===== src/rtl/store_merge_unit.sv =====
// ---------------------------------------------------------------------------
// store_merge_unit
//
// Narrows a 32-bit register value to a byte, halfword or word and merges it
// into the addressed memory word. Byte and halfword stores use a
// read-modify-write: the containing word is read, the addressed lanes are
// replaced, and the merged word is written back. Word stores skip the read.
// Misaligned or reserved requests produce a one-cycle err pulse and perform
// no memory access.
//
// Parameters
//   LITTLE_END   1: addr[1:0]=0 maps to bits 7:0; 0: addr[1:0]=0 maps to 31:24
//
// Ports
//   clk_i        clock, all state changes on the rising edge
//   reset_i      synchronous active-high reset
//   start_i      store request, only looked at while idle
//   op_i         store size: 00=SB, 01=SH, 10=SW, 11=reserved
//   addr_i       byte address of the store
//   wdata_i      register source (SB uses [7:0], SH uses [15:0])
//   busy_o       high whenever the unit is not idle
//   done_o       one-cycle completion pulse
//   err_o        one-cycle pulse for a misaligned or reserved request
//   mem_req_o    memory request, held until mem_ack_i
//   mem_we_o     1=write, 0=read, valid with mem_req_o
//   mem_addr_o   word-aligned memory address
//   mem_wdata_o  merged word to write
//   mem_rdata_i  read data, valid with mem_ack_i
//   mem_ack_i    completes the current access when seen with mem_req_o
// ---------------------------------------------------------------------------
module store_merge_unit #(
   parameter int LITTLE_END = 1
) (
   input  logic        clk_i,
   input  logic        reset_i,
   input  logic        start_i,
   input  logic [1:0]  op_i,
   input  logic [31:0] addr_i,
   input  logic [31:0] wdata_i,
   output logic        busy_o,
   output logic        done_o,
   output logic        err_o,
   output logic        mem_req_o,
   output logic        mem_we_o,
   output logic [31:0] mem_addr_o,
   output logic [31:0] mem_wdata_o,
   input  logic [31:0] mem_rdata_i,
   input  logic        mem_ack_i
);

   typedef enum logic [2:0] {
      S_IDLE = 3'd0,
      S_RD   = 3'd1,
      S_WR   = 3'd2,
      S_DONE = 3'd3,
      S_ERR  = 3'd4
   } state_t;

   localparam logic [1:0] OP_SB  = 2'b00;
   localparam logic [1:0] OP_SH  = 2'b01;
   localparam logic [1:0] OP_SW  = 2'b10;
   localparam logic [1:0] OP_RSV = 2'b11;

   state_t      state_q, state_d;

   // Operands latched at acceptance; only the lane offset of the address is
   // needed after that, the word address lives in mem_addr_q.
   logic [1:0]  op_q, op_d;
   logic [1:0]  addr_lo_q, addr_lo_d;
   logic [31:0] wdata_q, wdata_d;

   // Merge register: holds the word to be written (read word with the
   // store lanes replaced, or the raw register value for SW).
   logic [31:0] mem_wdata_q, mem_wdata_d;
   logic [31:0] mem_addr_q, mem_addr_d;

   logic        busy_q, busy_d;
   logic        done_q, done_d;
   logic        err_q, err_d;
   logic        mem_req_q, mem_req_d;
   logic        mem_we_q, mem_we_d;

   // A request is rejected when it is reserved or not naturally aligned.
   function automatic logic req_bad(input logic [1:0] op, input logic [1:0] a);
      logic bad;
      case (op)
         OP_SB:   bad = 1'b0;
         OP_SH:   bad = a[0];
         OP_SW:   bad = (a != 2'b00);
         OP_RSV:  bad = 1'b1;
         default: bad = 1'b1;
      endcase
      return bad;
   endfunction

   // Replace the addressed lanes of rdata with the narrowed store value.
   // Big-endian lane order mirrors the shift: lane n sits at byte (3-n).
   function automatic logic [31:0] merge_word(input logic [1:0]  op,
                                              input logic [1:0]  a,
                                              input logic [31:0] wd,
                                              input logic [31:0] rd);
      logic [4:0]  sh;
      logic [31:0] mask;
      logic [31:0] data;
      case (op)
         OP_SB: begin
            sh   = (LITTLE_END != 0) ? {a, 3'b000} : {~a, 3'b000};
            mask = 32'h0000_00FF << sh;
            data = {24'h00_0000, wd[7:0]} << sh;
         end
         OP_SH: begin
            sh   = (LITTLE_END != 0) ? {a[1], 4'b0000} : {~a[1], 4'b0000};
            mask = 32'h0000_FFFF << sh;
            data = {16'h0000, wd[15:0]} << sh;
         end
         default: begin
            sh   = 5'd0;
            mask = 32'hFFFF_FFFF;
            data = wd;
         end
      endcase
      return (rd & ~mask) | (data & mask);
   endfunction

   // Next-state logic.
   always_comb begin
      state_d = state_q;
      case (state_q)
         S_IDLE: begin
            if (start_i) begin
               if (req_bad(op_i, addr_i[1:0])) begin
                  state_d = S_ERR;
               end else if (op_i == OP_SW) begin
                  state_d = S_WR;
               end else begin
                  state_d = S_RD;
               end
            end else begin
               state_d = S_IDLE;
            end
         end
         S_RD: begin
            if (mem_ack_i) begin
               state_d = S_WR;
            end else begin
               state_d = S_RD;
            end
         end
         S_WR: begin
            if (mem_ack_i) begin
               state_d = S_DONE;
            end else begin
               state_d = S_WR;
            end
         end
         S_DONE:  state_d = S_IDLE;
         S_ERR:   state_d = S_IDLE;
         default: state_d = S_IDLE;
      endcase
   end

   // Operand latching and merge datapath; everything holds unless the
   // unit is accepting a request or completing the read.
   always_comb begin
      op_d        = op_q;
      addr_lo_d   = addr_lo_q;
      wdata_d     = wdata_q;
      mem_addr_d  = mem_addr_q;
      mem_wdata_d = mem_wdata_q;
      case (state_q)
         S_IDLE: begin
            if (start_i) begin
               op_d       = op_i;
               addr_lo_d  = addr_i[1:0];
               wdata_d    = wdata_i;
               mem_addr_d = {addr_i[31:2], 2'b00};
               if (op_i == OP_SW) begin
                  mem_wdata_d = wdata_i;
               end else begin
                  mem_wdata_d = mem_wdata_q;
               end
            end else begin
               op_d = op_q;
            end
         end
         S_RD: begin
            if (mem_ack_i) begin
               mem_wdata_d = merge_word(op_q, addr_lo_q, wdata_q, mem_rdata_i);
            end else begin
               mem_wdata_d = mem_wdata_q;
            end
         end
         default: begin
            op_d = op_q;
         end
      endcase
   end

   // Output decode from the next state so that every output is registered
   // and lines up with the state it belongs to.
   always_comb begin
      busy_d    = 1'b0;
      done_d    = 1'b0;
      err_d     = 1'b0;
      mem_req_d = 1'b0;
      mem_we_d  = 1'b0;
      case (state_d)
         S_IDLE: begin
            busy_d = 1'b0;
         end
         S_RD: begin
            busy_d    = 1'b1;
            mem_req_d = 1'b1;
            mem_we_d  = 1'b0;
         end
         S_WR: begin
            busy_d    = 1'b1;
            mem_req_d = 1'b1;
            mem_we_d  = 1'b1;
         end
         S_DONE: begin
            busy_d = 1'b1;
            done_d = 1'b1;
         end
         S_ERR: begin
            busy_d = 1'b1;
            err_d  = 1'b1;
         end
         default: begin
            busy_d = 1'b0;
         end
      endcase
   end

   // State, operand and output registers; reset aborts any access.
   always_ff @(posedge clk_i) begin
      if (reset_i) begin
         state_q     <= S_IDLE;
         op_q        <= 2'b00;
         addr_lo_q   <= 2'b00;
         wdata_q     <= 32'h0000_0000;
         mem_addr_q  <= 32'h0000_0000;
         mem_wdata_q <= 32'h0000_0000;
         busy_q      <= 1'b0;
         done_q      <= 1'b0;
         err_q       <= 1'b0;
         mem_req_q   <= 1'b0;
         mem_we_q    <= 1'b0;
      end else begin
         state_q     <= state_d;
         op_q        <= op_d;
         addr_lo_q   <= addr_lo_d;
         wdata_q     <= wdata_d;
         mem_addr_q  <= mem_addr_d;
         mem_wdata_q <= mem_wdata_d;
         busy_q      <= busy_d;
         done_q      <= done_d;
         err_q       <= err_d;
         mem_req_q   <= mem_req_d;
         mem_we_q    <= mem_we_d;
      end
   end

   assign busy_o      = busy_q;
   assign done_o      = done_q;
   assign err_o       = err_q;
   assign mem_req_o   = mem_req_q;
   assign mem_we_o    = mem_we_q;
   assign mem_addr_o  = mem_addr_q;
   assign mem_wdata_o = mem_wdata_q;

endmodule


===== config.mk =====
export PLATFORM = sky130hd
export DESIGN_NAME = store_merge_unit
export DESIGN_NICKNAME = d
export VERILOG_FILES = /design/src/rtl/store_merge_unit.sv
export SDC_FILE = /design/constraint.sdc
export NUM_CORES = 1
export LEC_CHECK = 0
export ABC_AREA = 1
export BUFFER_PORTS_ARGS = -buffer_cell sky130_fd_sc_hd__buf_2
export CAP_MARGIN = 20
export CORE_ASPECT_RATIO = 0.6
export CORE_MARGIN = 5
export CORE_UTILIZATION = 31
export DETAILED_ROUTE_END_ITERATION = 7
export PLACE_DENSITY = 0.59
export SYNTH_ARGS = -nofsm -noshare
export SYNTH_HDL_FRONTEND = slang
export SYNTH_SLANG_ARGS = --single-unit

===== constraint.sdc =====
create_clock -name clk_i -period 2.9 [get_ports clk_i]
set_input_delay 0.29 -clock clk_i [delete_from_list [all_inputs] [get_ports clk_i]]
set_output_delay 0.29 -clock clk_i [all_outputs]
set_load 0.05 [all_outputs]

Word-level counts from Yosys, hierarchy flattened
Index checks and enable logic that the tools add are counted.
Storage, ports and cells
  register bits: 106
  input bits: 102
  output and inout port bits: 69
Operators by class
  equality and inequality tests: 13
  shift operators: 4
  mux-type cells: 24
  bitwise gates (word level): 4
  reductions and logical operators: 9
Operators with widths (number)
  two-way mux 32 bit: 7
  case mux 32 bit (2 select lines): 3
  AND 32 bit: 2
  inverter 32 bit: 1
  bitwise OR 32 bit: 1
  left shift 16 x 5 -> 32 bit: 1
  left shift 16 x 5 -> 32 bit, first input constant: 1
  left shift 8 x 5 -> 32 bit: 1
  left shift 8 x 5 -> 32 bit, first input constant: 1
  equality test 3 x 2 -> 1 bit, second input constant: 3
  case mux 3 bit (3 select lines): 1
  two-way mux 1 bit: 8
  equality test 3 x 1 -> 1 bit, second input constant: 2
  two-way mux 3 bit: 2
  inequality test 2 bit, second input constant: 3
  equality test 2 x 1 -> 1 bit, second input constant: 2
  equality test 2 bit, second input constant: 2
  logical NOT 2 bit: 2
  two-way mux 2 bit: 2
  case mux 1 bit (4 select lines): 1
  AND reduction 4 bit: 1
  nonzero test 2 bit: 2
  OR reduction 4 bit: 1
  equality test 3 bit, second input constant: 1
  3 further kinds: 3

Depth between registers and ports, before layout
Gate-level depths: netlist of the first run.
  word-level depth: 10
  mapped depth: 10
  mapped depth without buffers: 9

Worst setup path before layout of the first run
Ideal clock, no wire load.
  kind: register to register
  start point: reg state_q[1]
  end point: reg addr_lo_q[0]
  arrival: 1096 ps
  required time: 2781 ps
  setup slack: 1684 ps
  stages on the path, launching flop included: 8
  buffers on the path: 1
  clock period less this slack: 1216 ps
  cells stage by stage: dfxtp_1 > nor2_1 > nand2_1 > nor2_4 > inv_2 > buf_2 > o21ai_1 > a21oi_1
Between the ends
  cells in the longest elaborated chain, start to end: 2
RTL lines
  start: declaration: RTL line 64  | state_t state_q, state_d;
  start signal: assignment: RTL line 250  | state_q <= state_d;
  logical NOT 3 bit: RTL line 170  | case (state_q)
  AND reduction 2 bit (no source line)
  end signal: assignment: RTL line 252  | addr_lo_q <= addr_lo_d;
  end: declaration: RTL line 69  | logic [1:0] addr_lo_q, addr_lo_d;
Every way passes these cells.
A chain may end at the register's enable or synchronous reset.

Final worst setup path of the first run
  start point: reg state_q[0]
  end point: reg mem_wdata_q[2] (netlist: mem_wdata_o[2])
Between the ends
  cells in the longest elaborated chain, start to end: 3
  elaborated cells between the ends (all ways): 8
  those cells by class: eq/ne (4); mux (1); reduce/logical (3)
RTL lines
  equality test 3 x 1 -> 1 bit / logical NOT 3 bit (equally long branches): RTL line 170
  inequality test 2 bit (no source line) / nonzero test 2 bit (equally long branches)
  AND reduction 4 bit (no source line)
  end signal: assignment: RTL line 255  | mem_wdata_q <= mem_wdata_d;
  end: declaration: RTL line 74  | logic [31:0] mem_wdata_q, mem_wdata_d;
Several ways; a longest one is shown, not always the timed one.

==> metrics, run 1 <==
Crit. End Element=flop; global-route wire length before repair=26400 um; cts repair resizes=0; # diodes=0; gr usage total=17.6%; post-synth cell types=29; sequential-to-total area share from yosys stat=between 40% and 50%; vias in the first global route=about 4.8k; Ports=~170; post-route ant nets=0; CP max FO=52; number of register bits inferred by synthesis=approximately 110; GRT met2 Usage=between 20% and 30%; commonest non-fill, non-tap cell in the layout=nor2_1; Layout area overhead=24.5%; Remaining DRCs=0; clock skew=0.00729 ns; clock root buffer master=clkbuf_16; worst skew pair latency=0.35 ns; final core utilization=between 30% and 40%; P_leak=~3.0 nW; Slew Viols, Final=0; most frequent cells in the layout=nor2_1 (188), buf_2 (168), nand2_1 (110), dfxtp_1 (106), o21ai_0 (69); initial DRC count=between 400 and 500; worst path required time=between 3 and 4 ns; core area=between 0.015 and 0.02 mm^2; post-DR vias/cell=4.76; Synth area leaders=dfxtp_1 (43%), nor2_1 (14%), nand2_1 (8.3%); IO buf count=approximately 170; worst setup path class=reg -> reg; fin crit share=65.4%; CTS Hold Bufs=0; met3 Use GR=under 10%; setup bufs post-CTS=0; CP arrival=approximately 2.1 ns; Final Hold Fails=0; initial antenna violation count=1; Die Y=around 110 um; setup TNS=0 ns; Clock Pin Slew Worst Setup and Hold Paths=~0.08 ns; fin crit period=between 1.5 and 2 ns; most crowded layer after global routing=met1; Hold WC Path Type=in -> reg; YS warnings=0; WL/cell=15.6 um; Least-Margin Pin Slew=0.888 ns; TritonRoute pass-1 iters=5; DIE AREA=approximately 0.019 mm^2; die width=173 um; Longest Clk Path Bufs=2; GR Util met1=27.3%; max cap viols=0; CTS H-tree depth=3; unrepaired setup endpoints after global routing=no; Rel. slew slack=around two fifths; Fmax=0.527 GHz; post-synth top area share=between 40% and 50%; final setup vio count=0; Final nets=972; final WL=approximately 17000 um; Detailed Place HPWL=11900 um; outcome=complete, no violations; Mapped Area=approximately 0.0050 mm^2; Pwr per Cell Area=roughly 640 mW/mm^2; CP Launch Type=flop; row count=35; initial core utilization=between 30% and 40%; GR Overflow Total=0; leading area contributor after synthesis=dfxtp_1; via count=between 5k and 6k; worst supply voltage drop on vdd=roughly 320 uV; Inserted Clock Buffers=9; share of cells above drive strength 1=26.1%; syn_area_per_cell=roughly 7 um^2; Final GP Congestion=0.858; TritonCTS clock tree=yes; largest net degree at the start of global routing=73; Synth Instances=729; CTS Sinks=roughly 110
==> synth_stat cells <==
cell type  number
a21boi_0        6
nor2_4          5
buf_4           8
nand2_1       110
buf_6           1
or2_2           6
nand3b_1        1
o21ai_1        35
buf_1           1
o21ai_0        69
a21oi_1        49
nand2_4         3
nand4_2         1
nand2_2         7
nor2_1        188
nor3_1          2
o21bai_1        6
nor2_2          3
a31oi_1         1
a21oi_2         2
inv_1          24
clkbuf_1        9
buf_2          27
nand3_1        44
nand4_1         5
inv_2           8
inv_6           1
conb_1          1
dfxtp_1       106
==> worst max-delay path, cell delays in order, from the launching register on <==
cell and delay [ns]:
dfxtp_1 0.34, nor2_2 0.20, nand4_2 0.11, buf_4 0.20
nand2_2 0.07, buf_4 0.45, nand2_1 0.11, nor2_1 0.22
nor2_1 0.05
==> state kept, by name (all words and copies together) (netlist names) <==
signal	cells
mem_addr_o	30
busy_o	1
err_o	1
op_q	2
addr_lo_q	2
mem_wdata_o	32
mem_req_o	1
wdata_q	32
done_o	1
mem_we_o	1
state_q	3
==> logic make-up (layout without fill, tap and decap cells) <==
logic type      Yosys count  count (layout)  synth area share, %
other cells               1               2               0.0755
flops                   106             106                 42.7
simple gates            375             375                 32.0
compound gates          168             168                 17.7
buf+inv                  79             224                 7.50
==> final timing paths <==
path,from,endpoint,slack (ns),cells after the start
setup / recovery,state_q[0]$_SDFF_PP0_,mem_wdata_o[2]$_SDFFE_PP0P_,1.00,8
hold / removal,addr_i[17],mem_addr_o[17]$_SDFFE_PP0P_,0.16,3
setup reg to reg,state_q[0]$_SDFF_PP0_,mem_wdata_o[2]$_SDFFE_PP0P_,1.00,8
hold reg to reg,mem_wdata_o[20]$_SDFFE_PP0P_,mem_wdata_o[20]$_SDFFE_PP0P_,0.49,2
==> metrics by stage <==
step | power, mW | hold slack [ns] | setup slack (ns) | cells | cell area [um^2]
after global placement | 2.77 | 0.470 | 1.01 | 1061 | 5880
after detailed placement | 2.77 | 0.474 | 1.02 | 1061 | 5880
final | 3.95 | 0.159 | 1.00 | 1078 | 6190
after global routing | 4.16 | 0.151 | 0.764 | 1078 | 6190
after floorplan | 2.47 | 0.359 | 1.68 | 730 | 4970
after CTS | 4.00 | 0.145 | 1.01 | 1077 | 6170
==> area by class of cell <==
type	count	area (um^2)
repair buffers	175	918
well taps	203	254
inverters	33	129
clock inverters	6	47.5
multi-input cells	545	2480
flip-flops and latches	106	2120
clock buffers	10	239
fillers	1709	9360
==> power by group <==
group	internal, mW	switching (mW)
Sequential	1.60	0.110
Clock	0.617	0.588
Combinational	0.277	0.758
Total	2.49	1.46
==> per-layer routing <==
metal	part of all wire, %	wire length [um]
met1	53	8880
met2	36	6120
met3	10	1700
met4	0.55	92
met5	0.077	13
Note: power is estimated with default switching activity, not from simulation.
==> run 2, diff against run 1 <==
ABC_AREA = 0   (was 1)
PLACE_DENSITY = 0.61   (was 0.59)
clock period = 1.6 ns   (was 2.9 ns; I/O delays follow)
==> metrics, run 2 <==
Fmax=0.551 GHz (was 0.527 GHz); worst supply voltage drop on vdd=547 uV (was 323 uV); Layout area overhead=69.2% (was 24.5%); critical path's largest stage delay=0.57 ns (was 0.45 ns); final WL=21200 um (was 16800 um); share of cells above drive strength 1=50.6% (was 26.1%); post-synth cell types=41 (was 29); unrepaired setup endpoints after global routing=yes (was no); Final nets=945 (was 972); Hold WC Path Type=in -> reg (unchanged); die width=170 um (was 173 um); Ports=171 (unchanged); setup TNS=-8.32 ns (was 0 ns); WL/cell=20.2 um (was 15.6 um); Least-Margin Pin Slew=0.585 ns (was 0.888 ns); leading area contributor after synthesis=dfxtp_1 (unchanged); worst setup path class=reg -> reg (unchanged); CTS H-tree depth=3 (unchanged); Synth Instances=610 (was 729); Remaining DRCs=0 (unchanged); CP arrival=2.06 ns (was 2.13 ns); syn_area_per_cell=7.81 um^2 (was 6.82 um^2); WP buf/inv=2 (unchanged); global-route wire length before repair=27500 um (was 26400 um); most frequent cell after synthesis=nand2_1 (was nor2_1); final setup vio count=89 (was 0); largest net degree at the start of global routing=45 (was 73); CP Launch Type=flop (unchanged); Longest Clk Path Bufs=2 (unchanged); cell count after placement=986 (was 1061); gr usage total=19.2% (was 17.6%); dpl ws=-0.355 ns (was 1.02 ns); Final GP Congestion=0.893 (was 0.858); most frequent cells in the layout=buf_2 (167), nand2_1 (123), dfxtp_1 (102), buf_4 (59), a21oi_1 (52) (was nor2_1 (188), buf_2 (168), nand2_1 (110), dfxtp_1 (106), o21ai_0 (69)); P_leak=3.45 nW (was 3.02 nW); CP max FO=8 (was 52); Synth area leaders=dfxtp_1 (45%), nand2_1 (12%), a21oi_1 (8.9%) (was dfxtp_1 (43%), nor2_1 (14%), nand2_1 (8.3%)); DIE AREA=0.0180 mm^2 (was 0.0187 mm^2); Most used DFF post-synth=dfxtp_1 (unchanged); initial DRC count=488 (was 463); worst path required time=1.84 ns (was 3.14 ns); setup ws final=-0.216 ns (was 1.00 ns); post-synth top area share=44.5% (was 42.7%); GR Overflow Total=0 (unchanged); CP delay by family, top=simple AND/OR/NAND/NOR gates (unchanged); top post-synthesis cells by count=nand2_1 (158), dfxtp_1 (106), a21oi_1 (85), clkbuf_1 (42), nor2_1 (31) (was nor2_1 (188), nand2_1 (110), dfxtp_1 (106), o21ai_0 (69), a21oi_1 (49)); final instance area=0.00806 mm^2 (was 0.00619 mm^2); Crit. End Element=flop (unchanged); Power Total=7.80 mW (was 3.95 mW); row count=35 (unchanged); post-DR vias/cell=5.30 (was 4.76); post-route ant nets=0 (unchanged); max cap viols=0 (unchanged); Rel. slew slack=60.5% (was 40.6%); R2R Setup Slk=-0.22 ns (was 1.00 ns); Pwr per Cell Area=967 mW/mm^2 (was 638 mW/mm^2); outcome=finished with violations (was complete, no violations); CTS Hold Bufs=0 (unchanged); Clock Pin Slew Worst Setup and Hold Paths=0.08 ns (about the same); violated checks=negative setup slack; IO buf count=168 (unchanged); Post-synth ARST share=0% (unchanged); fin crit share=113% (was 65.4%); placed inst area=0.00628 mm^2 (was 0.00588 mm^2); worst skew pair latency=0.36 ns (was 0.35 ns); final std cells w/o fill=1051 (was 1078); commonest non-fill, non-tap cell in the layout=buf_2 (was nor2_1); CTS Sinks=106 (unchanged); clock root buffer master=clkbuf_16 (unchanged); number of register bits inferred by synthesis=106 (unchanged); via count=5566 (was 5129); Detailed Place HPWL=12400 um (was 11900 um); hold_ws=0.0351 ns (was 0.159 ns); sequential-to-total area share from yosys stat=44.5% (was 42.7%); vias in the first global route=4866 (was 4779); Mapped Area=0.00476 mm^2 (was 0.00497 mm^2); core area=0.0152 mm^2 (was 0.0155 mm^2); Slew Viols, Final=0 (unchanged); Final Hold Fails=0 (unchanged); initial core utilization=31.4% (was 32.0%); fin crit period=1.82 ns (was 1.90 ns); clock skew=0.0102 ns (was 0.00729 ns); TritonCTS clock tree=yes (unchanged); EDFF count, synth=0 (unchanged); ordered cell list for the critical path=buf_6 > or4bb_4 > o21a_4 > clkbuf_16 > nand3b_1 > o41ai_4 (was nor2_2 > nand4_2 > buf_4 > nand2_2 > buf_4 > nand2_1 > nor2_1 > nor2_1); initial antenna violation count=3 (was 1); YS warnings=0 (unchanged); Die Y=106 um (was 108 um); TritonRoute pass-1 iters=5 (unchanged); final core utilization=53.1% (was 39.8%); Inserted Clock Buffers=9 (unchanged); slowest cell on the critical path=or4bb_4 (was buf_4)
==> run 2: cell types whose count changed in the layout (fill, tap and decap cells not counted), sizes merged, moves of 15 or more <==
cell	delta
nand2	+38
o21ai	-95
buf	+85
o41ai	+16
a211oi	+17
a21oi	+34
nor2	-165
nand3b	+20
a221oi	+16
inv	-15
nand3	-44
==> run 2: worst reg2reg max path, stage by stage, from the launching register on <==
cell       delay (ns)
dfxtp_2          0.33
buf_6            0.12
or4bb_4          0.58
o21a_4           0.24
clkbuf_16        0.21
nand3b_1         0.13
o41ai_4          0.09
==> run 2: worst paths after layout <==
path / start / endpoint / depth (start not counted)
worst min-delay path: addr_i[21] / mem_addr_o[21]$_SDFFE_PP0P_ / 3
worst min register to register: mem_wdata_o[16]$_SDFFE_PP0P_ / mem_wdata_o[16]$_SDFFE_PP0P_ / 2
worst max register to register: state_q[1]$_SDFF_PP0_ / mem_wdata_o[1]$_SDFFE_PP0P_ / 6
worst max-delay path: state_q[1]$_SDFF_PP0_ / mem_wdata_o[1]$_SDFFE_PP0P_ / 6
==> run 2: routing by layer <==
metal  GRT usage (%)  share of wire [%]  up-vias  wire (um)
li1                -                  -     2623          -
met1            28.5                 49     2695      10300
met2            27.4                 42      218       9010
met3            5.98                7.9       26       1670
met4            3.13               0.98        4        208
met5               0              0.099        -         21
==> run 2: kinds of logic (layout without fill, tap and decap cells) <==
group           count (synthesis)  count (layout)  share of synthesized area [%]
flops                         106             106                           44.5
compound gates                182             182                           25.2
mux                             1               1                          0.236
buf+inv                        72             308                           5.99
other cells                     1               3                         0.0787
simple gates                  248             248                           24.0
==> run 2: area by class of cell <==
type / instances / area [um^2]
repair buffers: 275 / 2190
fillers: 1408 / 7130
clock inverters: 6 / 75.1
well taps: 203 / 254
flip-flops and latches: 106 / 2130
clock buffers: 9 / 225
diodes: 1 / 2.50
inverters: 18 / 67.6
multi-input cells: 433 / 3120
==> run 2: repair_timing <==
item	4_1_cts	5_1_grt
gates resized for setup	54	143
pin swaps	27	66
buffers inserted	8	21
cloned	6	18
setup endpoints to repair	82	103
==> run 2: report_power, final <==
part           switching, mW  internal (mW)  total, mW  leakage, nW
Clock                   1.09           1.23       2.33        0.144
Sequential             0.125           2.83       2.96        0.870
Combinational           1.51           1.00       2.51         2.44
==> run 3, diff against run 2 <==
PLACE_DENSITY = 0.59   (was 0.61)
clock period = 1.7 ns   (was 1.6 ns; I/O delays follow)
==> metrics, run 3 (same netlist as run 2, synthesis figures left out) <==
Longest Clk Path Bufs=2 (unchanged); max cap viols=0 (unchanged); final instance area=0.00675 mm^2 (was 0.00806 mm^2); worst supply voltage drop on vdd=466 uV (was 547 uV); violated checks=negative setup slack (unchanged); Layout area overhead=41.7% (was 69.2%); CP arrival=2.02 ns (was 2.06 ns); TritonCTS clock tree=yes (unchanged); initial antenna violation count=2 (was 3); Fmax=0.556 GHz (was 0.551 GHz); Slew Viols, Final=0 (unchanged); Hold WC Path Type=in -> reg (unchanged); final WL=17100 um (was 21200 um); clock skew=0.0108 ns (was 0.0102 ns); fin crit share=106% (was 113%); CTS Hold Bufs=0 (unchanged); worst path required time=1.92 ns (was 1.84 ns); Rel. slew slack=54.1% (was 60.5%); vias in the first global route=4836 (was 4866); CP max FO=6 (was 8); placed inst area=0.00625 mm^2 (was 0.00628 mm^2); setup ws final=-0.100 ns (was -0.216 ns); Final nets=891 (was 945); # diodes=0 (was 1); Detailed Place HPWL=12600 um (was 12400 um); largest net degree at the start of global routing=54 (was 45); P_leak=2.93 nW (was 3.45 nW); DIE AREA=0.0180 mm^2 (unchanged); fin crit period=1.80 ns (was 1.82 ns); GR Overflow Total=0 (unchanged); share of cells above drive strength 1=35.0% (was 50.6%); Crit. End Element=flop (unchanged); Final GP Congestion=0.883 (was 0.893); clock root buffer master=clkbuf_16 (unchanged); WL/cell=17.2 um (was 20.2 um); Die Y=106 um (unchanged); commonest non-fill, non-tap cell in the layout=buf_2 (unchanged); outcome=finished with violations (unchanged); post-route ant nets=0 (unchanged); Clock Pin Slew Worst Setup and Hold Paths=0.07 ns (was 0.08 ns); IO buf count=168 (unchanged); CTS Sinks=106 (unchanged); Least-Margin Pin Slew=0.680 ns (was 0.585 ns); Final Hold Fails=0 (unchanged); post-DR vias/cell=5.06 (was 5.30); Pwr per Cell Area=998 mW/mm^2 (was 967 mW/mm^2); hold depth=3 (unchanged); row count=35 (unchanged); gr usage total=17.9% (was 19.2%); die width=170 um (unchanged); worst setup path class=reg -> reg (unchanged); Remaining DRCs=0 (unchanged); Filler cells=1542 (was 1408); core area=0.0152 mm^2 (unchanged); Ports=171 (unchanged); CTS H-tree depth=3 (unchanged); via count=5049 (was 5566); Worst Reg-to-Reg Cells=7 (was 6); TritonRoute pass-1 iters=5 (unchanged); unrepaired setup endpoints after global routing=yes (unchanged); CP Launch Type=flop (unchanged); setup TNS=-1.74 ns (was -8.32 ns); most frequent cells in the layout=buf_2 (167), nand2_1 (157), dfxtp_1 (105), a21oi_1 (85), buf_4 (42) (was buf_2 (167), nand2_1 (123), dfxtp_1 (102), buf_4 (59), a21oi_1 (52)); worst skew pair latency=0.35 ns (was 0.36 ns); initial DRC count=366 (was 488); initial core utilization=31.4% (unchanged); Inserted Clock Buffers=9 (unchanged); final setup vio count=32 (was 89); global-route wire length before repair=26100 um (was 27500 um)
-- run 3: cell types whose count changed in the layout (fill, tap and decap cells not counted), sizes merged --
cell      change
buf          -41
clkbuf       -13
clkinv        +3
inv           -2
bufinv        +1
clkinvlp      -1
diode         -1
-- run 3: worst paths after layout --
path / from / to / slack, ns
max: state_q[2]$_SDFF_PP0_ / mem_wdata_o[14]$_SDFFE_PP0P_ / -0.10
min: addr_i[4] / mem_addr_o[4]$_SDFFE_PP0P_ / 0.05
max reg2reg: state_q[2]$_SDFF_PP0_ / mem_wdata_o[14]$_SDFFE_PP0P_ / -0.10
min reg2reg: mem_wdata_o[22]$_SDFFE_PP0P_ / mem_wdata_o[22]$_SDFFE_PP0P_ / 0.45
-- run 3: repair_timing --
action / 4_1_cts / 5_1_grt
gates resized for setup: 9 / 13
setup endpoints to repair: 37 / 39
pin swaps: 6 / 5
setup buffers: 1 / 1
gates cloned: 0 / 3
-- run 3: power by group --
group / internal, mW / total, mW / switching [mW]
clock: 1.29 / 2.27 / 0.973
combinational: 0.576 / 1.70 / 1.13
sequential: 2.66 / 2.77 / 0.108
-- run 3: cell type report --
class / count / area [um^2] / share of cell area [%]
well taps: 203 / 254 / 3.76
repair buffers: 221 / 1380 / 20.5
clock inverters: 7 / 92.6 / 1.37
multi-input cells: 433 / 2610 / 38.6
flip-flops and latches: 106 / 2120 / 31.4
clock buffers: 9 / 225 / 3.34
inverters: 18 / 67.6 / 1.00
-- run 3: layer usage --
metal,global-route usage (%),vias up,part of all wire (%)
met4,4.50,4,1.4
met5,0,-,0.15
li1,-,2511,-
met2,24.6,171,41
met1,27.1,2337,50
met3,4.98,26,7.1
-- run 3: critical path, stage by stage (launching register included) --
cell      delay (ns)
dfxtp_2         0.32
buf_4           0.15
or4bb_4         0.56
o21a_4          0.19
buf_4           0.15
buf_6           0.13
nand3b_1        0.09
o41ai_2         0.07
-- run 3: metrics by stage --
stage	power [mW]	hold slack, ns	std cells	util [%]	worst slack, ns
after global placement	4.44	0.412	976	41.1	-0.266
after detailed placement	4.45	0.417	976	41.1	-0.283
after global routing	7.05	0.0442	997	44.4	-0.165
after floorplan	3.85	0.306	611	-	-0.158
final	6.74	0.0483	997	44.4	-0.100
after CTS	6.72	0.0403	993	43.5	-0.0871
